[src/rtl/montacargas_pkg.sv]
// Shared floor-code constants and cabin-position FSM states for the montacargas
// encoder and the 7-segment display decoder.
package montacargas_pkg;

    localparam logic [2:0] PISO_APAGADO  = 3'b000;
    localparam logic [2:0] PISO_1        = 3'b001;
    localparam logic [2:0] PISO_2        = 3'b010;
    localparam logic [2:0] PISO_3        = 3'b011;
    localparam logic [2:0] CODIGO_ALARMA = 3'b111;

    typedef enum logic [1:0] {
        INICIO      = 2'd0,
        EN_PISO     = 2'd1,
        ENTRE_PISOS = 2'd2,
        FALLA       = 2'd3
    } estado_piso_t;

    function automatic logic [1:0] cuenta_activos(input logic [2:0] s);
        return {1'b0, s[0]} + {1'b0, s[1]} + {1'b0, s[2]};
    endfunction

    // Only meaningful when exactly one bit is set.
    function automatic logic [2:0] codigo_de_piso(input logic [2:0] s);
        logic [2:0] codigo;
        codigo = PISO_APAGADO;
        if (s[2])
            codigo = PISO_3;
        else if (s[1])
            codigo = PISO_2;
        else if (s[0])
            codigo = PISO_1;
        return codigo;
    endfunction

endpackage

[src/rtl/codificador_sensores_piso_antirrebote.sv]
// Single-bit limit-switch conditioner: 2-FF synchronizer followed by a
// debouncer that accepts a change after DEBOUNCE_CYCLES consecutive samples.
module antirrebote #(
    parameter int DEBOUNCE_CYCLES = 20
) (
    input  logic clk,
    input  logic reset,
    input  logic entrada,
    output logic salida
);

    localparam int CW = $clog2(DEBOUNCE_CYCLES + 1);
    localparam logic [CW-1:0] CUENTA_FINAL = CW'(DEBOUNCE_CYCLES - 1);

    logic          sync1_q, sync1_d;
    logic          sync2_q, sync2_d;
    logic          estable_q, estable_d;
    logic [CW-1:0] cnt_q, cnt_d;

    always_comb begin
        sync1_d   = entrada;
        sync2_d   = sync1_q;
        estable_d = estable_q;
        cnt_d     = '0;
        if (sync2_q != estable_q) begin
            // The accepting sample is the DEBOUNCE_CYCLES-th differing one.
            if (cnt_q == CUENTA_FINAL)
                estable_d = sync2_q;
            else
                cnt_d = cnt_q + 1'b1;
        end
    end

    always_ff @(posedge clk) begin
        if (reset) begin
            sync1_q   <= 1'b0;
            sync2_q   <= 1'b0;
            estable_q <= 1'b0;
            cnt_q     <= '0;
        end else begin
            sync1_q   <= sync1_d;
            sync2_q   <= sync2_d;
            estable_q <= estable_d;
            cnt_q     <= cnt_d;
        end
    end

    assign salida = estable_q;

endmodule

[src/rtl/codificador_sensores_piso.sv]
// Floor-code encoder: debounces the three limit switches and tracks cabin position.
// Define PISO_TIMEOUT_EN to build the between-floors watchdog.
//
// state       | meaning
// INICIO      | no floor seen since reset, code 000
// EN_PISO     | stopped exactly at a floor, pisoValido=1
// ENTRE_PISOS | between floors, code holds last floor
// FALLA       | sensor conflict or watchdog expiry, code 111, sticky until reset
module codificador_sensores_piso
    import montacargas_pkg::*;
#(
    parameter int DEBOUNCE_CYCLES = 20,
    parameter int TIMEOUT_CYCLES  = 5000
) (
    input  logic       clk,
    input  logic       reset,
    input  logic [2:0] sensorPiso,
    input  logic       enMovimiento,
    output logic [2:0] pisoEnBinario,
    output logic       pisoValido,
    output logic       alarma
);

    logic [2:0] piso_deb;

    for (genvar i = 0; i < 3; i++) begin : g_bit
        antirrebote #(
            .DEBOUNCE_CYCLES(DEBOUNCE_CYCLES)
        ) u_antirrebote (
            .clk    (clk),
            .reset  (reset),
            .entrada(sensorPiso[i]),
            .salida (piso_deb[i])
        );
    end

    logic [1:0] n_activos;
    logic       uno, multi;
    logic [2:0] codigo_uno;

    assign n_activos  = cuenta_activos(piso_deb);
    assign uno        = (n_activos == 2'd1);
    assign multi      = (n_activos > 2'd1);
    assign codigo_uno = codigo_de_piso(piso_deb);

    estado_piso_t estado_q, estado_d;
    logic [2:0]   piso_q, piso_d;
    logic [2:0]   codigo_q, codigo_d;
    logic         valido_q, valido_d;
    logic         alarma_q, alarma_d;
    logic         vencido;

`ifdef PISO_TIMEOUT_EN
    localparam int WW = $clog2(TIMEOUT_CYCLES + 1);
    localparam logic [WW-1:0] LIMITE = WW'(TIMEOUT_CYCLES);

    logic [WW-1:0] wd_q, wd_d;

    assign vencido = (wd_q == LIMITE);

    // Counts moving time only; an emergency stop between floors holds the count.
    always_comb begin
        wd_d = '0;
        if (estado_q == ENTRE_PISOS && estado_d == ENTRE_PISOS)
            wd_d = enMovimiento ? wd_q + 1'b1 : wd_q;
    end

    always_ff @(posedge clk) begin
        if (reset)
            wd_q <= '0;
        else
            wd_q <= wd_d;
    end
`else
    logic unused_cfg;

    assign vencido    = 1'b0;
    assign unused_cfg = enMovimiento ^ (TIMEOUT_CYCLES > 0);
`endif

    always_comb begin
        estado_d = estado_q;
        piso_d   = piso_q;
        case (estado_q)
            INICIO: begin
                if (multi) begin
                    estado_d = FALLA;
                end else if (uno) begin
                    estado_d = EN_PISO;
                    piso_d   = codigo_uno;
                end
            end
            EN_PISO: begin
                if (multi)
                    estado_d = FALLA;
                else if (uno)
                    piso_d = codigo_uno;
                else
                    estado_d = ENTRE_PISOS;
            end
            ENTRE_PISOS: begin
                if (multi || vencido) begin
                    estado_d = FALLA;
                end else if (uno) begin
                    estado_d = EN_PISO;
                    piso_d   = codigo_uno;
                end
            end
            FALLA: estado_d = FALLA;
        endcase

        case (estado_d)
            INICIO:  codigo_d = PISO_APAGADO;
            FALLA:   codigo_d = CODIGO_ALARMA;
            default: codigo_d = piso_d;
        endcase
        valido_d = (estado_d == EN_PISO);
        alarma_d = (estado_d == FALLA);
    end

    always_ff @(posedge clk) begin
        if (reset) begin
            estado_q <= INICIO;
            piso_q   <= PISO_APAGADO;
            codigo_q <= PISO_APAGADO;
            valido_q <= 1'b0;
            alarma_q <= 1'b0;
        end else begin
            estado_q <= estado_d;
            piso_q   <= piso_d;
            codigo_q <= codigo_d;
            valido_q <= valido_d;
            alarma_q <= alarma_d;
        end
    end

    assign pisoEnBinario = codigo_q;
    assign pisoValido    = valido_q;
    assign alarma        = alarma_q;

endmodule
[config.mk]
export PLATFORM = sky130hd
export DESIGN_NAME = codificador_sensores_piso
export DESIGN_NICKNAME = d
export VERILOG_FILES = /design/src/rtl/montacargas_pkg.sv /design/src/rtl/codificador_sensores_piso_antirrebote.sv /design/src/rtl/codificador_sensores_piso.sv
export SDC_FILE = /design/constraint.sdc
export NUM_CORES = 1
export LEC_CHECK = 0
export BUFFER_PORTS_ARGS = -buffer_cell sky130_fd_sc_hd__clkbuf_2
export CORE_MARGIN = 2
export CORE_UTILIZATION = 50
export CTS_CLUSTER_SIZE = 25
export DETAILED_ROUTE_END_ITERATION = 10
export PLACE_DENSITY = 0.75
export SYNTH_ARGS = -nofsm -noshare
export SYNTH_HDL_FRONTEND = slang
export SYNTH_HIERARCHICAL = 1
export SYNTH_SLANG_ARGS = --single-unit
[constraint.sdc]
create_clock -name clk -period 3 [get_ports clk]
set_clock_uncertainty 0.2 [all_clocks]
set_input_delay 0.3 -clock clk [delete_from_list [all_inputs] [get_ports clk]]
set_output_delay 0.3 -clock clk [all_outputs]
set_load 0.02 [all_outputs]
==> impl_results.md, run 1 <==
- Status: finished clean
- Setup-failing EPs final: 0
- CP Capture Type: register
- CTS H-tree depth: 2
- Hold Path Depth: 1
- GP Congestion: a little over 0.7
- Drt pass-1 iters: 4
- Wirelength, routed: about 2100 um
- Grt ovf: 0
- Synth area leaders: dfxtp_1 (48%), nor2_1 (5.1%), ha_1 (4.5%)
- Fin crit share: 0.870
- Largest stage delay, worst path: roughly 700 ps
- NumNets Final: 168
- Post-cts hold buffer count: 3
- Fin. max-slew vios: 0
- Mapped Area: 0.00140 mm^2
- Hold Path End: g_bit[1].u_antirrebote/sync2_q
- Yosys top cell area share: 0.485
- Hold Vio Cnt, Final: 0
- First-pass GRT wire length: 3800 um
- Critical Path Slowest Stage Cell: fa_1
- Vias: 987
- Post-synthesis adder-cell area fraction: 0.0668
- Layout cells sized above 1: 0.173
- Setup TNS: 0 ps
- Die Span Y: 57.0 um
- Area grow syn2layout: 11.1%
- Ys Warns: 6
- DRC viols: 0
- Layout filler cell count: 242
- Worst slew pin tran: 467 ps
- Avg Cell Area, Syn: 10.2 um^2
- Mux share of post-synthesis cell area: 0.0214
- Power per standard cell area: 452 mW/mm^2
- HP Start: g_bit[1].u_antirrebote/sync1_q
- Post-synthesis compound-gate area fraction: 0.0882
- Final min period: 2610 ps
- Seq cells post-synth: 34
- Post-Place Cells: 177
- Clk root buf: clkbuf_4
- Clock buffer depth: 2
- Worst r2r src: g_bit[0].u_antirrebote/salida
- Post-DRT Antenna Nets: 0
- Gr busiest metal: met2
- Data arrival time of the critical path: 2630 ps
- Post-synthesis xor/xnor area fraction: 0.0561
- Via/cell ratio: 5.28
- Worst-path fanout max: 7
- EDFF count, synth: 0
- Reg2Reg Capture Point: pisoEnBinario[1]
- Max cap viols: 0
- DR WL/cell: between 10 and 15 um
- Type of origin of the critical path: register
- Syn Inst Count: 138
- Synth Area in Simple Gates: 0.258
- GR Layer Usage met2: 0.248
- Die W: between 50 and 60 um
- Synth unique cells: 33
- Initial Util: 0.518
- Max IR drop VDD: 0.329 mV
- CTS tree: yes
- Post-CTS Setup Bufs: 0
- Slew margin rel.: 0.689
- Number of global-route vias before repair: a little over 900
- GR Util met1: 0.179
- Post-cts sizing count: 0
- Largest net degree at the start of global routing: 28
- Port Buffers: 9
- Finished Layout Cells: ~190
- Reg2Reg Setup Slack: 390 ps
- Clk_lat worst skew: between 300 and 400 ps
- Pleak: around 0.6 nW
- Clk sink count: 34
- Total GRT Usage: 0.156
- Top FF cell, synth: dfxtp_1
- Leading area contributor after synthesis: dfxtp_1
- Worst hold path type: reg -> reg
- Antenna diode count: 0
- CORE AREA: 0.00271 mm^2
- Worst path top cell family by delay: adder cells
- CP Cell Sequence: fa_1 > inv_2 > maj3_2 > nor2_1 > ha_1 > nand2b_1 > o311ai_0
- GR met3 Demand/Resource: 0.0476
- CP bufs+invs: 1
- # IOs: 11
- Post-synthesis async set-or-reset flop share: 0
- Seq/Total Area, Yosys: 0.485
- Worst setup path class: reg -> reg
- Reg2Reg Depth: 7
- Initial antenna violation count: 0
- CTS Buf Count: 5
- FMAX: 383 MHz
- Clk slew on worst S/H paths: 100 ps
- DRT iter0 DRCs: 35
- CP required: 3020 ps
- Die area: 0.00325 mm^2
- Num rows: 19
- Placed wire-length estimate: 1510 um
- Largest family of logic cells by synthesized area: simple AND/OR/NAND/NOR gates
- RSZ-0062 raised after global routing: no
- Syn nets: 150
worst register-to-register path, delay by kind of cell (launching register included):
family | cells | cell delay (ps)
fa+ha+maj | 3 | 1310
simple gates | 2 | 250
flops | 1 | 360
compound gates | 1 | 290
buf+inv | 1 | 90
cell usage in the layout, fill, tap and decap left out, types with 4 or more instances in the layout:
master / netlist / routed
dfxtp_1: 34 / 34
nor2_1: 19 / 19
nor2b_1: 9 / 9
clkbuf_2: 0 / 9
inv_1: 7 / 7
xor2_1: 6 / 6
nand2b_1: 5 / 5
ha_1: 5 / 5
clkbuf_4: 0 / 5
a21oi_1: 4 / 4
nand4b_1: 4 / 4
state kept, by name, indices dropped and copies added, names as in the netlist:
register,cells
piso_q,3
alarma,1
g_bit.u_antirrebote/sync1_q,3
g_bit.u_antirrebote/salida,3
pisoEnBinario,3
g_bit.u_antirrebote/sync2_q,3
estado_q,2
g_bit.u_antirrebote/cnt_q,15
pisoValido,1
per-stage QoR:
stage               utilization  hold WS, ps  setup WS, ps  cell area, um^2  power, mW
finish                    0.575          243           389             1560      0.704
global placement          0.548          219           483             1480      0.485
global route              0.575          258           147             1560      0.740
floorplan                     -          172           600             1400      0.479
detailed placement        0.548          227           383             1480      0.486
CTS                       0.575          249           367             1560      0.720
how the worst max path moves through the flow:
stage                                        startpoint          endpoint  slack [ps]  cells after the start
after floorplan           g_bit[0].u_antirrebote/salida  pisoEnBinario[2]         600                      7
after global placement    g_bit[0].u_antirrebote/salida  pisoEnBinario[2]         480                      7
after detailed placement  g_bit[0].u_antirrebote/salida  pisoEnBinario[1]         380                      7
after CTS                 g_bit[0].u_antirrebote/salida  pisoEnBinario[1]         370                      7
after global routing      g_bit[0].u_antirrebote/salida  pisoEnBinario[1]         150                      7
final                     g_bit[0].u_antirrebote/salida  pisoEnBinario[1]         390                      7
layer usage:
| layer | wire, um | vias up |
|---|---|---|
| met3 | 82 | 8 |
| met4 | 63 | 0 |
| met2 | 995 | 20 |
| li1 | - | 505 |
| met1 | 990 | 454 |
| met5 | 0 | - |
cells in the mapped netlist (4+ instances only):
| cell | count |
|---|---|
| dfxtp_1 | 34 |
| nor2_1 | 19 |
| nor2b_1 | 9 |
| inv_1 | 7 |
| xor2_1 | 6 |
| ha_1 | 5 |
| nand2b_1 | 5 |
| a21oi_1 | 4 |
| nand4b_1 | 4 |
report_power, final:
part           switching, mW  internal [mW]  total (mW)
Sequential           0.00222          0.456       0.458
Combinational        0.00919         0.0105      0.0197
Clock                  0.138         0.0883       0.227
Total                  0.150          0.555       0.704
area by class of cell:
class	count	area, um^2	area share
Multi-Input combinational cell	95	689	0.442
Sequential cell	34	681	0.437
Timing Repair Buffer	12	75.1	0.0482
Clock buffer	7	45.0	0.0289
Tap cell	31	38.8	0.0249
Inverter	8	30.0	0.0193
logic make-up (layout without fill, tap and decap cells):
family	count (synthesis)	after routing
and+or+nand+nor	58	58
DFF	34	34
AOI/OAI and AO/OA	18	18
xor gates and xnor gates	9	9
buffers and inverters	9	27
adders and majority gates	7	7
muxes	3	3
(Power assumes the default switching activity.)
==> inputs of run 2 (changes only) <==
--- a/config.mk
+++ b/config.mk
@@ -8,8 +8,10 @@
 export BUFFER_PORTS_ARGS = -buffer_cell sky130_fd_sc_hd__clkbuf_2
 export CORE_MARGIN = 2
 export CORE_UTILIZATION = 50
+export CTS_BUF_LIST = sky130_fd_sc_hd__clkbuf_8
 export CTS_CLUSTER_SIZE = 25
 export DETAILED_ROUTE_END_ITERATION = 10
+export HOLD_SLACK_MARGIN = 0.1
 export PLACE_DENSITY = 0.75
 export SYNTH_ARGS = -nofsm -noshare
 export SYNTH_HDL_FRONTEND = slang
==> run 2 against run 1 <==
  * Clock power increased by 32%
  * Count of clock-buffer cells in the layout decreased by 2
  * Final cell count unchanged
  * Die area unchanged
  * Register-to-register slack about the same
  * Largest power group unchanged
  * Flip-flop and latch count unchanged
  * Global-route usage increased by 0.28 points
  * Combinational power about the same
  * Sequential share of layout area decreased by 0.86 points
  * Wire length increased by 1.5%
  * Final area increased by 2.0%
  * Worst setup slack got worse by 1.6 ps
==> impl_results.md, run 2 (synthesis results as in run 1) <==
- Status: finished clean (unchanged)
- CTS H-tree depth: 2 (unchanged)
- Clk sink count: 34 (unchanged)
- Number of global-route vias before repair: 945 (was 920)
- Worst setup path class: reg -> reg (unchanged)
- Type of origin of the critical path: register (unchanged)
- GP Congestion: 0.722 (unchanged)
- Area grow syn2layout: 13.3% (was 11.1%)
- Clk root buf: clkbuf_8 (was clkbuf_4)
- CP Capture Type: register (unchanged)
- Wirelength, routed: 2160 um (was 2130 um)
- Grt ovf: 0 (unchanged)
- DRC viols: 0 (unchanged)
- Vias: 969 (was 987)
- Worst slew pin tran: 467 ps (about the same)
- Power per standard cell area: 489 mW/mm^2 (was 452 mW/mm^2)
- # IOs: 11 (unchanged)
- Setup TNS: 0 ps (unchanged)
- Hold Path Depth: 1 (unchanged)
- Clk_lat worst skew: 280 ps (was 330 ps)
- Clk slew on worst S/H paths: 60 ps (was 100 ps)
- Die Span Y: 57.0 um (unchanged)
- DR WL/cell: 11.6 um (was 11.4 um)
- CP required: 2970 ps (was 3020 ps)
- CTS tree: yes (unchanged)
- Largest net degree at the start of global routing: 28 (unchanged)
- Max IR drop VDD: 0.443 mV (was 0.329 mV)
- Worst hold path type: reg -> reg (unchanged)
- FMAX: 383 MHz (about the same)
- Worst hold slack: 239 ps (was 243 ps)
- Max reg flops: 15 (unchanged)
- Max cap viols: 0 (unchanged)
- Utilization after layout: 0.587 (was 0.575)
- Setup-failing EPs final: 0 (unchanged)
- Via/cell ratio: 5.18 (was 5.28)
- Most frequent cells in the layout: dfxtp_1 (34), nor2_1 (19), nor2b_1 (9), inv_1 (9), clkbuf_2 (9) (was dfxtp_1 (34), nor2_1 (19), nor2b_1 (9), clkbuf_2 (9), inv_1 (7))
- Die area: 0.00325 mm^2 (unchanged)
- Fin crit share: 0.871 (was 0.870)
- NumNets Final: 168 (unchanged)
- Final min period: 2610 ps (about the same)
- Initial Util: 0.518 (unchanged)
- Hold Vio Cnt, Final: 0 (unchanged)
- Layout filler cell count: 238 (was 242)
- Worst-path fanout max: 7 (unchanged)
- Reg2Reg Depth: 7 (unchanged)
- Fin. max-slew vios: 0 (unchanged)
- Die W: 57.0 um (unchanged)
- DRT iter0 DRCs: 28 (was 35)
- Reg2Reg Capture Point: pisoEnBinario[1] (unchanged)
- Slew margin rel.: 0.689 (about the same)
- Data arrival time of the critical path: 2580 ps (was 2630 ps)
- First-pass GRT wire length: 3900 um (was 3800 um)
- CP Launch Point: g_bit[0].u_antirrebote/salida (unchanged)
- Num rows: 19 (unchanged)
- Placed wire-length estimate: 1510 um (unchanged)
- Clock buffer depth: 2 (unchanged)
- Total GRT Usage: 0.159 (was 0.156)
- Commonest non-fill, non-tap cell in the layout: dfxtp_1 (unchanged)
- CTS Buf Count: 5 (unchanged)
- Post-Place Cells: 177 (unchanged)
- RSZ-0062 raised after global routing: no (unchanged)
- Largest reg by FF count: g_bit.u_antirrebote/cnt_q (unchanged)
- Antenna diode count: 0 (unchanged)
- Finished Layout Cells: 187 (unchanged)
- Post-DRT Antenna Nets: 0 (unchanged)
- Layout cells sized above 1: 0.173 (unchanged)
- Drt pass-1 iters: 4 (unchanged)
- Initial antenna violation count: 0 (unchanged)
- Port Buffers: 9 (unchanged)
- Pleak: 0.629 nW (was 0.607 nW)
- CORE AREA: 0.00271 mm^2 (unchanged)
- Hold Path End: g_bit[2].u_antirrebote/sync2_q (was g_bit[1].u_antirrebote/sync2_q)
- Worst r2r src: g_bit[0].u_antirrebote/salida (unchanged)
- HP Start: g_bit[2].u_antirrebote/sync1_q (was g_bit[1].u_antirrebote/sync1_q)
- Reg2Reg Setup Slack: 390 ps (about the same)
==> run 2: layout make-up <==
class	count	area (um^2)	share of cell area
timing repair buffer	12	75.1	0.0472
tap	31	38.8	0.0244
sequential	34	681	0.428
clock buffer	5	68.8	0.0433
inverter	8	30.0	0.0189
clock inverter	2	7.51	0.00472
multi-input combinational	95	689	0.434
==> run 2: per-stage QoR <==
step / power (mW) / instance area [um^2] / worst slack (ps)
global route: 0.815 / 1590 / 149
finish: 0.777 / 1590 / 387
global placement: 0.485 / 1480 / 483
CTS: 0.795 / 1590 / 364
floorplan: 0.479 / 1400 / 600
detailed placement: 0.486 / 1480 / 383
==> run 2: worst max-delay path, cell delays in order, from the launching register on <==
cell and delay (ps):
dfxtp_1 350, fa_1 700, inv_2 80, maj3_2 320
nor2_1 100, ha_1 280, nand2b_1 160, o311ai_0 290
==> run 2: worst max-delay path by stage <==
stage                             endpoint  slack (ps)
after CTS                 pisoEnBinario[1]         360
after detailed placement  pisoEnBinario[1]         380
after global placement    pisoEnBinario[2]         480
final                     pisoEnBinario[1]         390
after floorplan           pisoEnBinario[2]         600
after global routing      pisoEnBinario[1]         150
==> run 2: repair_timing <==
item / in CTS / in global routing
hold buffers: 3 / 0
resized for setup: 0 / 0
endpoints found under the hold margin: 3 / 0
buffers inserted: 0 / 0
==> run 2: metal layers <==
layer,vias to the layer above,share of wire,GRT usage
met5,-,0,0
met4,0,0.010,0.0731
met3,4,0.031,0.0748
met2,13,0.49,0.259
li1,507,-,-
met1,445,0.47,0.176
==> run 2: power by group <==
part / internal, mW / switching, mW / total [mW]
Sequential: 0.457 / 0.00225 / 0.459
Combinational: 0.0105 / 0.00927 / 0.0197
Clock: 0.152 / 0.146 / 0.299
